`config.mk`:
```
export PLATFORM = sky130hd
export DESIGN_NAME = seq_mult32
export DESIGN_NICKNAME = d
export VERILOG_FILES = /design/src/rtl/seq_mult32.sv
export SDC_FILE = /design/constraint.sdc
export NUM_CORES = 1
export LEC_CHECK = 0
export ABC_AREA = 1
export CAP_MARGIN = 20
export CORE_MARGIN = 3
export CORE_UTILIZATION = 25
export CTS_CLUSTER_DIAMETER = 200
export DETAILED_ROUTE_END_ITERATION = 6
export HOLD_SLACK_MARGIN = 0.02
export PLACE_DENSITY = 0.4
export SYNTH_ARGS = -nofsm -noshare
export SYNTH_HDL_FRONTEND = slang
export SYNTH_SLANG_ARGS = --single-unit
```
`constraint.sdc`:
```
create_clock -name clk -period 5.1 [get_ports clk]
set_input_delay 0.51 -clock clk [delete_from_list [all_inputs] [get_ports clk]]
set_output_delay 0.51 -clock clk [all_outputs]
set_load 0.05 [all_outputs]
```
`src/rtl/seq_mult32.sv`:
```
// Iterative shift-add unsigned multiplier: WIDTH x WIDTH -> 2*WIDTH product over WIDTH cycles.
// Start/busy/done handshake; product is a held register updated only on completion.
module seq_mult32 #(
    parameter int WIDTH = 32
) (
    input  logic                 clk,
    input  logic                 rst,
    input  logic                 start,
    input  logic [WIDTH-1:0]     a,
    input  logic [WIDTH-1:0]     b,
    output logic                 busy,
    output logic                 done,
    output logic [2*WIDTH-1:0]   product
);

    localparam int CW = $clog2(WIDTH) + 1;

    typedef enum logic [1:0] {
        IDLE,
        RUN,
        DONE
    } state_t;

    state_t            state;
    logic [WIDTH-1:0]  mcand;
    logic [WIDTH-1:0]  mplr;
    logic [WIDTH:0]    acc;
    logic [WIDTH:0]    sum;
    logic [CW-1:0]     count;
    logic              accept;

    // Partial-product add; the carry lands in sum[WIDTH] and is shifted down, never lost.
    always_comb begin
        sum = {1'b0, acc[WIDTH-1:0]} + (mplr[0] ? {1'b0, mcand} : {(WIDTH+1){1'b0}});
    end

    assign accept = start && ((state == IDLE) || (state == DONE));
    assign busy   = (state == RUN);
    assign done   = (state == DONE);

    always_ff @(posedge clk) begin
        if (rst) begin
            state   <= IDLE;
            mcand   <= '0;
            mplr    <= '0;
            acc     <= '0;
            count   <= '0;
            product <= '0;
        end else begin
            case (state)
                IDLE: begin
                    if (accept) begin
                        state <= RUN;
                    end
                end
                RUN: begin
                    acc   <= {1'b0, sum[WIDTH:1]};
                    mplr  <= {sum[0], mplr[WIDTH-1:1]};
                    count <= count + CW'(1);
                    if (count == CW'(WIDTH - 1)) begin
                        product <= {sum, mplr[WIDTH-1:1]};
                        state   <= DONE;
                    end
                end
                DONE: begin
                    state <= accept ? RUN : IDLE;
                end
                default: begin
                    state <= IDLE;
                end
            endcase

            // Operand load is shared by the IDLE and DONE accept paths.
            if (accept) begin
                mcand <= a;
                mplr  <= b;
                acc   <= '0;
                count <= '0;
            end
        end
    end

endmodule
```
==> results_dict.tcl <==
set metrics [dict create \
    clkTransAtPathRegs_ns 0.08 \
    finalHoldViolations 0 \
    dp_cells 2024 \
    synth_ff_type "sky130_fd_sc_hd__dfxtp_1" \
    rsz0062_at_grt "no" \
    seq_area_frac_synth 0.364 \
    cp.required_ns 4.59 \
    dpl_cell_area_mm2 0.0109 \
    critical_path_startpoint_category "register" \
    die_x_um 198 \
    max_stage_delay_ns 0.94 \
    hold_start "acc[0]" \
    post_drt_via_cell_ratio 4.31 \
    cts-resized-gates 0 \
    floorplan.io_pins 133 \
    gpl.final_weighted_congestion 0.880 \
    post_synth_main_area_contributors "sky130_fd_sc_hd__dfxtp_1 (36%), sky130_fd_sc_hd__nand2_1 (14%), sky130_fd_sc_hd__nor2_1 (13%)" \
    maxCapViolCount 0 \
    route.vias.total 8855 \
    critPathBufInv 3 \
    antenna_cells 0 \
    dieArea_mm2 0.0393 \
    design.final.nets 1683 \
    critical_path.max_fanout 57 \
    setup.worst_path.start "state[0]" \
    final_period_minus_worst_setup_slack_ns 2.98 \
    largest_delay_contributor_family_on_the_critical_path "buffers and inverters" \
    final-setup-viol-count 0 \
    synth_enable_flop_cells 0 \
    cpMaxStageDelayCell "sky130_fd_sc_hd__clkdlybuf4s50_1" \
    htree_num_levels 4 \
    synth_fp_nets 1585 \
    grt_max_degree 67 \
    most_frequent_standard_cell_in_the_layout_excluding_fill_and_tap_cells "sky130_fd_sc_hd__nand2_1" \
    route.final.wire_length_mm 29.8 \
    finish.instance_area_mm2 0.0115 \
    post-route-drc-count 0 \
    ctsLongestPathBuffers 2 \
    layout.area.seq_mm2 0.00336 \
    run_status "finished clean" \
    chip_height_um 198 \
    finalCritPeriodShare 0.584 \
    groute.usage.overall 0.155 \
    timing.setup.critical_path_class "reg -> out" \
    holdBufCountCts 0 \
    route.detailed.wl_per_inst_um 14.5 \
    tns_ns 0 \
    worst_skew_pair.late_latency_ns 0.45 \
    synthesis.instances 1484 \
    floorplan.core_area_mm2 0.0360 \
    layout.cells.most_common_list "sky130_fd_sc_hd__nand2_1 (349), sky130_fd_sc_hd__nor2_1 (312), sky130_fd_sc_hd__inv_1 (241), sky130_fd_sc_hd__dfxtp_1 (168), sky130_fd_sc_hd__clkdlybuf4s50_1 (132)" \
    endpoint_kind "output port" \
    power.ir.vdd_worst_v 0.000231 \
    cts_root_buffer "sky130_fd_sc_hd__clkbuf_16" \
    max_freq_mhz 336 \
    r2r_start "mplr[0]" \
    asyncSetResetFlopFracSynth 0 \
    cellPowerDensity_mw_per_mm2 270 \
    layout.filler_cells 3997 \
    fin_worst_skew_ns 0.0141 \
    placement_rows 69 \
    wire_length_of_the_first_global_routing_pass_mm 47.7 \
    ant_nets 0 \
    tritoncts_num_sinks 168 \
    fin_total_pwr_mw 3.10 \
    layout-drive-gt1-share 0.0414 \
    multi_input_gate_area_in_the_final_layout_mm2 0.00463 \
    relative_area_change_from_synthesis_to_final_layout_pct 24.2 \
    grt_pass1_vias 8611 \
    synth.cell_area_mm2 0.00924 \
    drt_pass1_iterations 5 \
    crit_chain "inv_2 -> nor2_4 -> buf_4 -> clkdlybuf4s50_1" \
    cts-buffers-inserted 17 \
    total_leakage_power_nw 6.02 \
    dp_hpwl_mm 21.1 \
    cts_post_setup_buffers_inserted 0 \
    tritoncts "yes" \
    yosys.area.top_type_share 0.364 \
    drv_slew 0 \
    yosysTopAreaCell "sky130_fd_sc_hd__dfxtp_1" \
    dr.first_iter.drc_count 470 \
    placement.io_buffers 132 \
    start_util 0.257 \
    antenna_violations_before_repair 2 \
    critical_path_arrival_ns 2.47 \
    maxSlewHeadroom 0.328 \
    gr-total-overflow 0 \
    syn_warnings 0 \
    synth_area_per_cell_um2 6.23 \
    worst-slew-pin-transition_ns 1.01 \
    postSynthRegisterBits 168 \
    post_layout_nonfiller_instances 2056 \
    min-delay-path-class "reg -> reg" \
    ys_types 33 \
]
[metrics by stage]
stage          worst slack, ns   util  hold slack [ns]
3_3_place_gp              2.08  0.302            0.457
6_report                  2.12  0.319            0.470
3_5_place_dp              2.12  0.302            0.462
2_1_floorplan             2.90      -            0.445
4_1_cts                   2.04  0.319            0.473
5_1_grt                   1.97  0.319            0.504
[final cells by class]
cell class,instances,share of cell area
Sequential cell,168,0.293
Timing Repair Buffer,140,0.120
Clock buffer,17,0.0371
Multi-Input combinational cell,1007,0.404
Inverter,248,0.0814
Clock inverter,15,0.0141
Tap cell,461,0.0503
[worst reg2reg max path, cell delays in order, from the launching register on]
cell                      delay (ns)
sky130_fd_sc_hd__dfxtp_1        0.32
sky130_fd_sc_hd__buf_4          0.25
sky130_fd_sc_hd__nand2_1        0.11
sky130_fd_sc_hd__inv_1          0.04
sky130_fd_sc_hd__ha_1           0.22
sky130_fd_sc_hd__fa_1           0.48
sky130_fd_sc_hd__nand3_1        0.13
sky130_fd_sc_hd__nand3_1        0.14
sky130_fd_sc_hd__nand2_1        0.09
sky130_fd_sc_hd__nand2_1        0.15
sky130_fd_sc_hd__nand2_1        0.12
sky130_fd_sc_hd__nand2_1        0.08
sky130_fd_sc_hd__nand4_1        0.10
sky130_fd_sc_hd__nand3_1        0.17
sky130_fd_sc_hd__nand2_1        0.13
sky130_fd_sc_hd__inv_1          0.04
[final timing paths]
kind / end / slack (ns) / depth (start not counted)
worst max-delay path: busy / 2.12 / 4
worst max register to register: product[63] / 2.43 / 15
worst min-delay path: acc[0] / 0.47 / 2
worst min register to register: acc[0] / 0.47 / 2
[synth_stat cells (2+ instances only)]
| library cell | instances |
|---|---|
| sky130_fd_sc_hd__nand2_1 | 349 |
| sky130_fd_sc_hd__nor2_1 | 312 |
| sky130_fd_sc_hd__inv_1 | 242 |
| sky130_fd_sc_hd__dfxtp_1 | 168 |
| sky130_fd_sc_hd__o21ai_0 | 93 |
| sky130_fd_sc_hd__nand3_1 | 67 |
| sky130_fd_sc_hd__o21ai_1 | 63 |
| sky130_fd_sc_hd__ha_1 | 33 |
| sky130_fd_sc_hd__a21oi_1 | 27 |
| sky130_fd_sc_hd__buf_2 | 26 |
| sky130_fd_sc_hd__clkbuf_1 | 24 |
| sky130_fd_sc_hd__xor2_1 | 11 |
| sky130_fd_sc_hd__nand2_2 | 8 |
| sky130_fd_sc_hd__nor3_1 | 8 |
| sky130_fd_sc_hd__buf_6 | 6 |
| sky130_fd_sc_hd__a21o_1 | 5 |
| sky130_fd_sc_hd__inv_2 | 5 |
| sky130_fd_sc_hd__o211ai_1 | 5 |
| sky130_fd_sc_hd__buf_1 | 4 |
| sky130_fd_sc_hd__nand4_1 | 4 |
| sky130_fd_sc_hd__nor2_2 | 4 |
| sky130_fd_sc_hd__xnor2_1 | 4 |
| sky130_fd_sc_hd__nand3_2 | 3 |
| sky130_fd_sc_hd__o21bai_1 | 3 |
| sky130_fd_sc_hd__nor2_4 | 2 |
[logic make-up after synthesis]
group                    count (synthesis)  share of synthesized area
AO/OA/AOI/OAI                          197                      0.111
AND/OR/NAND/NOR                        761                      0.330
XOR/XNOR                                15                     0.0142
adder cells (fa/ha/maj)                 34                     0.0469
flip-flops                             168                      0.364
buffers and inverters                  309                      0.135
[power by group]
group / internal [mW] / switching (mW) / total (mW)
sequential: 1.37 / 0.0378 / 1.41
combinational: 0.148 / 0.240 / 0.388
clock: 0.654 / 0.653 / 1.31
[flip-flops by register name, indices dropped and copies added, names as in the netlist]
name     cells
product     64
acc         32
mcand       32
mplr        32
count        6
state        2
[metal layers]
layer	vias to the layer above	routed length, um	track usage
met1	3960	15400	0.219
met5	-	27	0
li1	4728	-	-
met2	138	12800	0.241
met3	25	1280	0.0337
met4	4	314	0.0383
No activity file was read; power rests on OpenSTA's default activity.
